--- config.mk ---
export PLATFORM = sky130hd
export DESIGN_NAME = slave_mem_lfsr16
export DESIGN_NICKNAME = d
export VERILOG_FILES = /design/src/rtl/slave_mem_pkg.sv /design/src/rtl/slave_mem_lfsr16.sv
export SDC_FILE = /design/constraint.sdc
export NUM_CORES = 1
export LEC_CHECK = 0
export ABC_AREA = 1
export CORE_AREA = 2 2 39 41
export CTS_CLUSTER_SIZE = 25
export DETAILED_ROUTE_END_ITERATION = 16
export DIE_AREA = 0 0 41 43
export HOLD_SLACK_MARGIN = 0.02
export PLACE_DENSITY = 0.78
export SLEW_MARGIN = 40
export SYNTH_ARGS = -nofsm -noshare
export SYNTH_HDL_FRONTEND = slang
export SYNTH_SLANG_ARGS = --single-unit
--- constraint.sdc ---
create_clock -name clk_i -period 1.81 [get_ports clk_i]
set_input_delay 0.181 -clock clk_i [delete_from_list [all_inputs] [get_ports clk_i]]
set_output_delay 0.181 -clock clk_i [all_outputs]
set_load 0.05 [all_outputs]
--- src/rtl/slave_mem_pkg.sv ---
`default_nettype none
// +--------------------------------------------------------------------+
// | slave_mem_pkg : shared constants and slot record for the OoO model |
// | rev 1.0                                                            |
// +--------------------------------------------------------------------+
package slave_mem_pkg;

  localparam logic [31:0] MEM_INIT  = 32'hdeadbeef;
  // Galois right-shift mask for taps 16,14,13,11
  localparam logic [15:0] LFSR_TAPS = 16'hB400;

  typedef struct packed {
    logic        busy;
    logic [3:0]  age;
    logic [31:0] rdata;
  } slot_t;

endpackage
`default_nettype wire

--- src/rtl/slave_mem_lfsr16.sv ---
`default_nettype none
// +--------------------------------------------------------------------+
// | slave_mem_lfsr16 : seedable free-running 16-bit Galois LFSR        |
// | rev 1.0                                                            |
// +--------------------------------------------------------------------+
module slave_mem_lfsr16
  import slave_mem_pkg::*;
#(
  parameter logic [15:0] SEED = 16'hACE1
) (
  input  logic        clk_i,
  input  logic        rst_ni,
  output logic [15:0] lfsr_o
);

  logic [15:0] lfsr_q;
  logic [15:0] lfsr_d;

  always_comb begin
    lfsr_d = {1'b0, lfsr_q[15:1]};
    if (lfsr_q[0]) lfsr_d = lfsr_d ^ LFSR_TAPS;
  end

  always_ff @(posedge clk_i or negedge rst_ni) begin
    if (!rst_ni) lfsr_q <= SEED;
    else         lfsr_q <= lfsr_d;
  end

  assign lfsr_o = lfsr_q;

endmodule
`default_nettype wire

Yosys cells after proc, flatten, opt, wreduce, memory -nomap -nowiden
Cells that the tools add are included.
{"block": "word_totals", "reg_bits": 16, "latchBits": 0, "mem_bits_rw": 0, "romBits": 0, "input_bits": 2, "out_inout_bits": 16, "mem_count": 0}
{"block": "op_classes", "addsub": 0, "n_mul": 0, "div_mod_pow": 0, "order_cmp": 0, "n_eq_ne": 0, "n_shift": 0, "n_mux": 1, "bitwise": 1, "reduce_logical": 0}
{"op": "16-bit two-way mux", "count": 1}
{"op": "3-bit NOT with 4-bit output", "count": 1}

Longest topological paths before layout
{"block": "depth", "depth_word": 2, "depth_mapped": 3, "mapped_depth_nobuf": 3}

Least setup slack after synthesis
OpenSTA, ideal clock, no wires.
{"block": "synth_path", "path_type": "register -> register", "startpoint": "reg lfsr_q[13], in the netlist lfsr_o[13]", "endpoint": "reg lfsr_q[12], in the netlist lfsr_o[12]", "setup_ns": 0.117, "arrival_time_ns": 0.834, "required_ns": 1.693, "path_slack_ns": 0.858, "stages_incl_launch_ff": 4, "n_path_buf": 0, "period_less_slack_ns": 0.952, "path_cell_list": "dfstp_2 -> inv_1 -> nand2_1 -> nand2_1"}
{"block": "synth_between", "elab_chain_cells": 2}
{"item": "from (decl)", "line": "slave_mem_lfsr16.sv:16", "source": "logic [15:0] lfsr_q;"}
{"item": "from (signal assigned)", "line": "slave_mem_lfsr16.sv:26", "source": "else lfsr_q <= lfsr_d;"}
{"item": "3-bit NOT with 4-bit output (no source line)"}
{"item": "16-bit two-way mux *", "line": "slave_mem_lfsr16.sv:21", "source": "if (lfsr_q[0]) lfsr_d = lfsr_d ^ LFSR_TAPS;"}
{"item": "named net lfsr_d[12]", "line": "slave_mem_lfsr16.sv:17", "source": "logic [15:0] lfsr_d;"}
The timed path passes the listed nets; every way through them passes the cells marked *.

Worst setup path after layout
{"block": "layout_path", "startpoint": "reg lfsr_q[14], in the netlist lfsr_o[14]", "endpoint": "out lfsr_o[14]"}
{"item": "to (decl)", "line": "slave_mem_lfsr16.sv:13", "source": "output logic [15:0] lfsr_o"}
No word-level cell between the ends.

==> metrics.txt <==
# TYPE chip_impl_metric gauge
chip_impl_metric{name="power_frac_clock",unit="%"} 38.1
chip_impl_metric{name="buffer_depth_of_the_longest_clock_path",unit=""} 2
chip_impl_metric{name="number_of_buffers_inserted_during_clock_tree_synthesis",unit=""} 3
chip_impl_metric{name="clkSlewWorstSetupHoldPaths",unit="ns"} 0.09
chip_impl_metric{name="first_iter_violations",unit=""} 7
chip_impl_metric{name="peakVddDrop",unit="mV"} 0.4933
chip_impl_metric{name="netlist_area_before_placement",unit="µm²"} 556.8
chip_impl_metric{name="max_slew_margin",unit="%"} 56.57
chip_impl_metric{name="worst-slew-pin-transition",unit="ns"} 0.6494
chip_impl_metric{name="vias_per_cell",unit=""} 4.152
chip_impl_metric{name="standard_cell_row_count",unit=""} 14
chip_impl_metric{name="pin_count_of_the_biggest_net_entering_global_routing",unit=""} 17
chip_impl_metric{name="yosysWarnings",unit=""} 0
chip_impl_info{name="post-synth-top-count-cell",value="sky130_fd_sc_hd__buf_4"} 1
chip_impl_metric{name="p_seq_share",unit="%"} 60.5
chip_impl_metric{name="tritoncts_num_sinks",unit=""} 16
chip_impl_metric{name="grt_pass1_wl",unit="µm"} 1000
chip_impl_info{name="timing.critical_path.slowest_stage_cell",value="sky130_fd_sc_hd__clkdlybuf4s50_1"} 1
chip_impl_metric{name="power.total",unit="W"} 0.0005916
chip_impl_metric{name="dp_worst_setup_slack",unit="ns"} 0.4819
chip_impl_metric{name="post_synth_inst_count",unit=""} 42
chip_impl_metric{name="io_pins",unit=""} 18
chip_impl_metric{name="post_drt_antenna_nets",unit=""} 0
chip_impl_info{name="synth_flop_cell",value="sky130_fd_sc_hd__dfstp_2"} 1
chip_impl_metric{name="tns",unit="ns"} 0
chip_impl_metric{name="synth-async-reset-ratio",unit="%"} 100.0
chip_impl_metric{name="switchingPower",unit="W"} 0.0001092
chip_impl_metric{name="ctsResizeCount",unit=""} 0
chip_impl_info{name="rsz0062_at_grt",value="no"} 1
chip_impl_metric{name="final_layout_size_suffix_gt1_share",unit="%"} 42.00
chip_impl_metric{name="yosys.area.top_type_share",unit="%"} 37.75
chip_impl_metric{name="dr.pass1.iters",unit=""} 2
chip_impl_metric{name="ctsHtreeMaxLevel",unit=""} 1
chip_impl_info{name="run_status",value="complete, no violations"} 1
chip_impl_metric{name="largest_register_ffs",unit=""} 16
chip_impl_metric{name="insertion_delay",unit="ns"} 0.28
chip_impl_info{name="worst_hold_path_type",value="input port to asynchronous set/reset pin"} 1
chip_impl_info{name="yosys-top-cells-area",value="sky130_fd_sc_hd__dfstp_2, sky130_fd_sc_hd__dfrtp_1, sky130_fd_sc_hd__buf_4"} 1
chip_impl_metric{name="grt_antenna_before_repair",unit=""} 0
chip_impl_metric{name="finClkSkew",unit="ns"} 0.004795
chip_impl_metric{name="grt_remaining_overflow",unit=""} 0
chip_impl_metric{name="die_area",unit="µm²"} 1763
chip_impl_metric{name="timing.critical_path.arrival",unit="ns"} 1.46
chip_impl_metric{name="flow.area_growth_from_synthesis",unit="%"} 19.55
chip_impl_metric{name="timing.final.crit_period",unit="ns"} 1.636
chip_impl_metric{name="static-leakage-power",unit="nW"} 0.3163
chip_impl_metric{name="first_global_vias",unit=""} 241
chip_impl_metric{name="max_stage_delay",unit="ns"} 0.80
chip_impl_metric{name="critical_path.n_buffers_inverters",unit=""} 1
chip_impl_metric{name="avgSynthCellArea",unit="µm²"} 13.26
chip_impl_metric{name="achievable-frequency",unit="MHz"} 611.2
chip_impl_metric{name="worst_ep_required_time",unit="ns"} 1.63
chip_impl_info{name="crit_path_cell_chain",value="clkdlybuf4s50_1"} 1
chip_impl_metric{name="num-nets-final",unit=""} 53
chip_impl_metric{name="period_share",unit="%"} 90.39
chip_impl_metric{name="hold_violations",unit=""} 0
chip_impl_metric{name="cap_viol_max_count",unit=""} 0
chip_impl_metric{name="setup_viol",unit=""} 0
chip_impl_info{name="tritoncts_clock_tree",value="yes"} 1
chip_impl_metric{name="post_drt_wl_per_cell",unit="µm"} 10.70
chip_impl_metric{name="yosysSeqAreaShare",unit="%"} 73.71
chip_impl_metric{name="postRouteWirelength",unit="µm"} 706
chip_impl_metric{name="place.detailed.hpwl",unit="µm"} 510.5
chip_impl_metric{name="die_width",unit="µm"} 41
chip_impl_info{name="yosysTopAreaCell",value="sky130_fd_sc_hd__dfstp_2"} 1
chip_impl_metric{name="syn_nets",unit=""} 44
chip_impl_info{name="clk_root_buffer_cell",value="sky130_fd_sc_hd__clkbuf_4"} 1
chip_impl_metric{name="power_per_cell_area",unit="nW/µm²"} 888.8
chip_impl_metric{name="num_antenna_cells",unit=""} 0
chip_impl_info{name="start_kind",value="flop"} 1
chip_impl_metric{name="synth_cell_types",unit=""} 6
chip_impl_metric{name="detailed_route_drc_error_count",unit=""} 0
chip_impl_info{name="critPathTopFamily",value="buffers and inverters"} 1
chip_impl_metric{name="gp_routability_congestion",unit=""} 0.5951
chip_impl_metric{name="crit_path_max_fanout",unit=""} 3
chip_impl_metric{name="dr_total_vias",unit=""} 274
chip_impl_metric{name="grtUsageTotal",unit="%"} 8.960
chip_impl_metric{name="numPortBuffers",unit=""} 17
chip_impl_metric{name="swShare",unit="%"} 18.45
chip_impl_metric{name="core-area",unit="µm²"} 1384
chip_impl_metric{name="initial_core_util",unit="%"} 40.24
chip_impl_metric{name="die_height",unit="µm"} 43
chip_impl_info{name="critPathKind",value="flop to primary output"} 1
chip_impl_metric{name="synth_enable_flop_cells",unit=""} 0
chip_impl_metric{name="timing_max_transition_violations_final",unit=""} 0
chip_impl_metric{name="internal_power_of_the_cells",unit="W"} 0.0004825
chip_impl_info{name="kind_of_end_point_of_the_critical_path",value="primary output"} 1
chip_impl_metric{name="comb_power_share",unit="%"} 1.3
chip_impl_info{name="netlist_top_cells_count",value="sky130_fd_sc_hd__buf_4, sky130_fd_sc_hd__nand2_1, sky130_fd_sc_hd__dfrtp_1, sky130_fd_sc_hd__dfstp_2, sky130_fd_sc_hd__inv_1"} 1
chip_impl_metric{name="cts_hold_repair.buffers",unit=""} 0
chip_impl_metric{name="final.setup.worst_slack",unit="ns"} 0.1739
chip_impl_metric{name="ys_ff_latch",unit=""} 16
chip_impl_metric{name="postCtsSetupBuffers",unit=""} 0
-- power by group through the flow --
| stage | Combinational [W] | Clock [W] | Sequential, W |
|---|---|---|---|
| 2_1_floorplan | 0.0000000000973 | 0 | 0.000365 |
| 3_3_place_gp | 0.00000844 | 0 | 0.000364 |
| 3_5_place_dp | 0.00000864 | 0 | 0.000364 |
| 4_1_cts | 0.00000844 | 0.000242 | 0.000358 |
| 5_1_grt | 0.00000957 | 0.000255 | 0.000358 |
| 6_report | 0.00000795 | 0.000226 | 0.000358 |
-- worst paths after layout --
| kind | from | to | slack (ns) | cells after the start |
|---|---|---|---|---|
| min in group clk_i | lfsr_o[6]$_DFF_PN1_ | lfsr_o[5]$_DFF_PN1_ | 0.37 | 0 |
| worst min-delay path | rst_ni | lfsr_o[2]$_DFF_PN0_ | 0.29 | 1 |
| worst max register to register | lfsr_o[0]$_DFF_PN1_ | lfsr_o[12]$_DFF_PN0_ | 0.96 | 3 |
| max in group asynchronous | rst_ni | lfsr_o[9]$_DFF_PN0_ | 1.10 | 1 |
| worst max-delay path | lfsr_o[14]$_DFF_PN0_ | lfsr_o[14] | 0.17 | 1 |
| worst min register to register | lfsr_o[6]$_DFF_PN1_ | lfsr_o[5]$_DFF_PN1_ | 0.37 | 0 |
-- cell families after synthesis --
logic type	Yosys count	share of synthesized area, %
simple gates	9	6.067
buf+inv	17	20.22
flops	16	73.71
-- per-layer routing --
metal | track usage, % | share of wire (%) | up-vias
li1 | - | - | 125
met1 | 10.84 | 44 | 136
met2 | 11.88 | 47 | 13
met3 | 6.283 | 8.8 | 0
met4 | 4.000 | 0 | 0
met5 | 0 | 0 | -
-- per-stage QoR --
step                      hold slack (ns)  std cells  cell area, µm²  util, %
after global routing               0.3397         66           665.6    48.10
after detailed placement           0.3591         62           629.4    45.48
final                              0.2909         66           665.6    48.10
after floorplan                   -0.1146         42           556.8        -
after CTS                          0.2979         66           665.6    48.10
after global placement             0.3554         62           629.4    45.48
-- layout by cell type (no fill, tap or decap) --
cell type / n
sky130_fd_sc_hd__buf_4: 8
sky130_fd_sc_hd__clkbuf_4: 3
sky130_fd_sc_hd__clkbuf_8: 1
sky130_fd_sc_hd__clkdlybuf4s50_1: 9
sky130_fd_sc_hd__dfrtp_1: 8
sky130_fd_sc_hd__dfstp_2: 8
sky130_fd_sc_hd__inv_1: 3
sky130_fd_sc_hd__inv_2: 1
sky130_fd_sc_hd__nand2_1: 9
-- layout make-up --
type	count	area, µm²
clock buffers	4	36.28
well taps	16	20.02
flip-flops and latches	16	410.4
multi-input cells	9	33.78
repair buffers	17	150.1
fillers	126	718.2
inverters	4	15.01
Power figures use the tool's default switching activity.
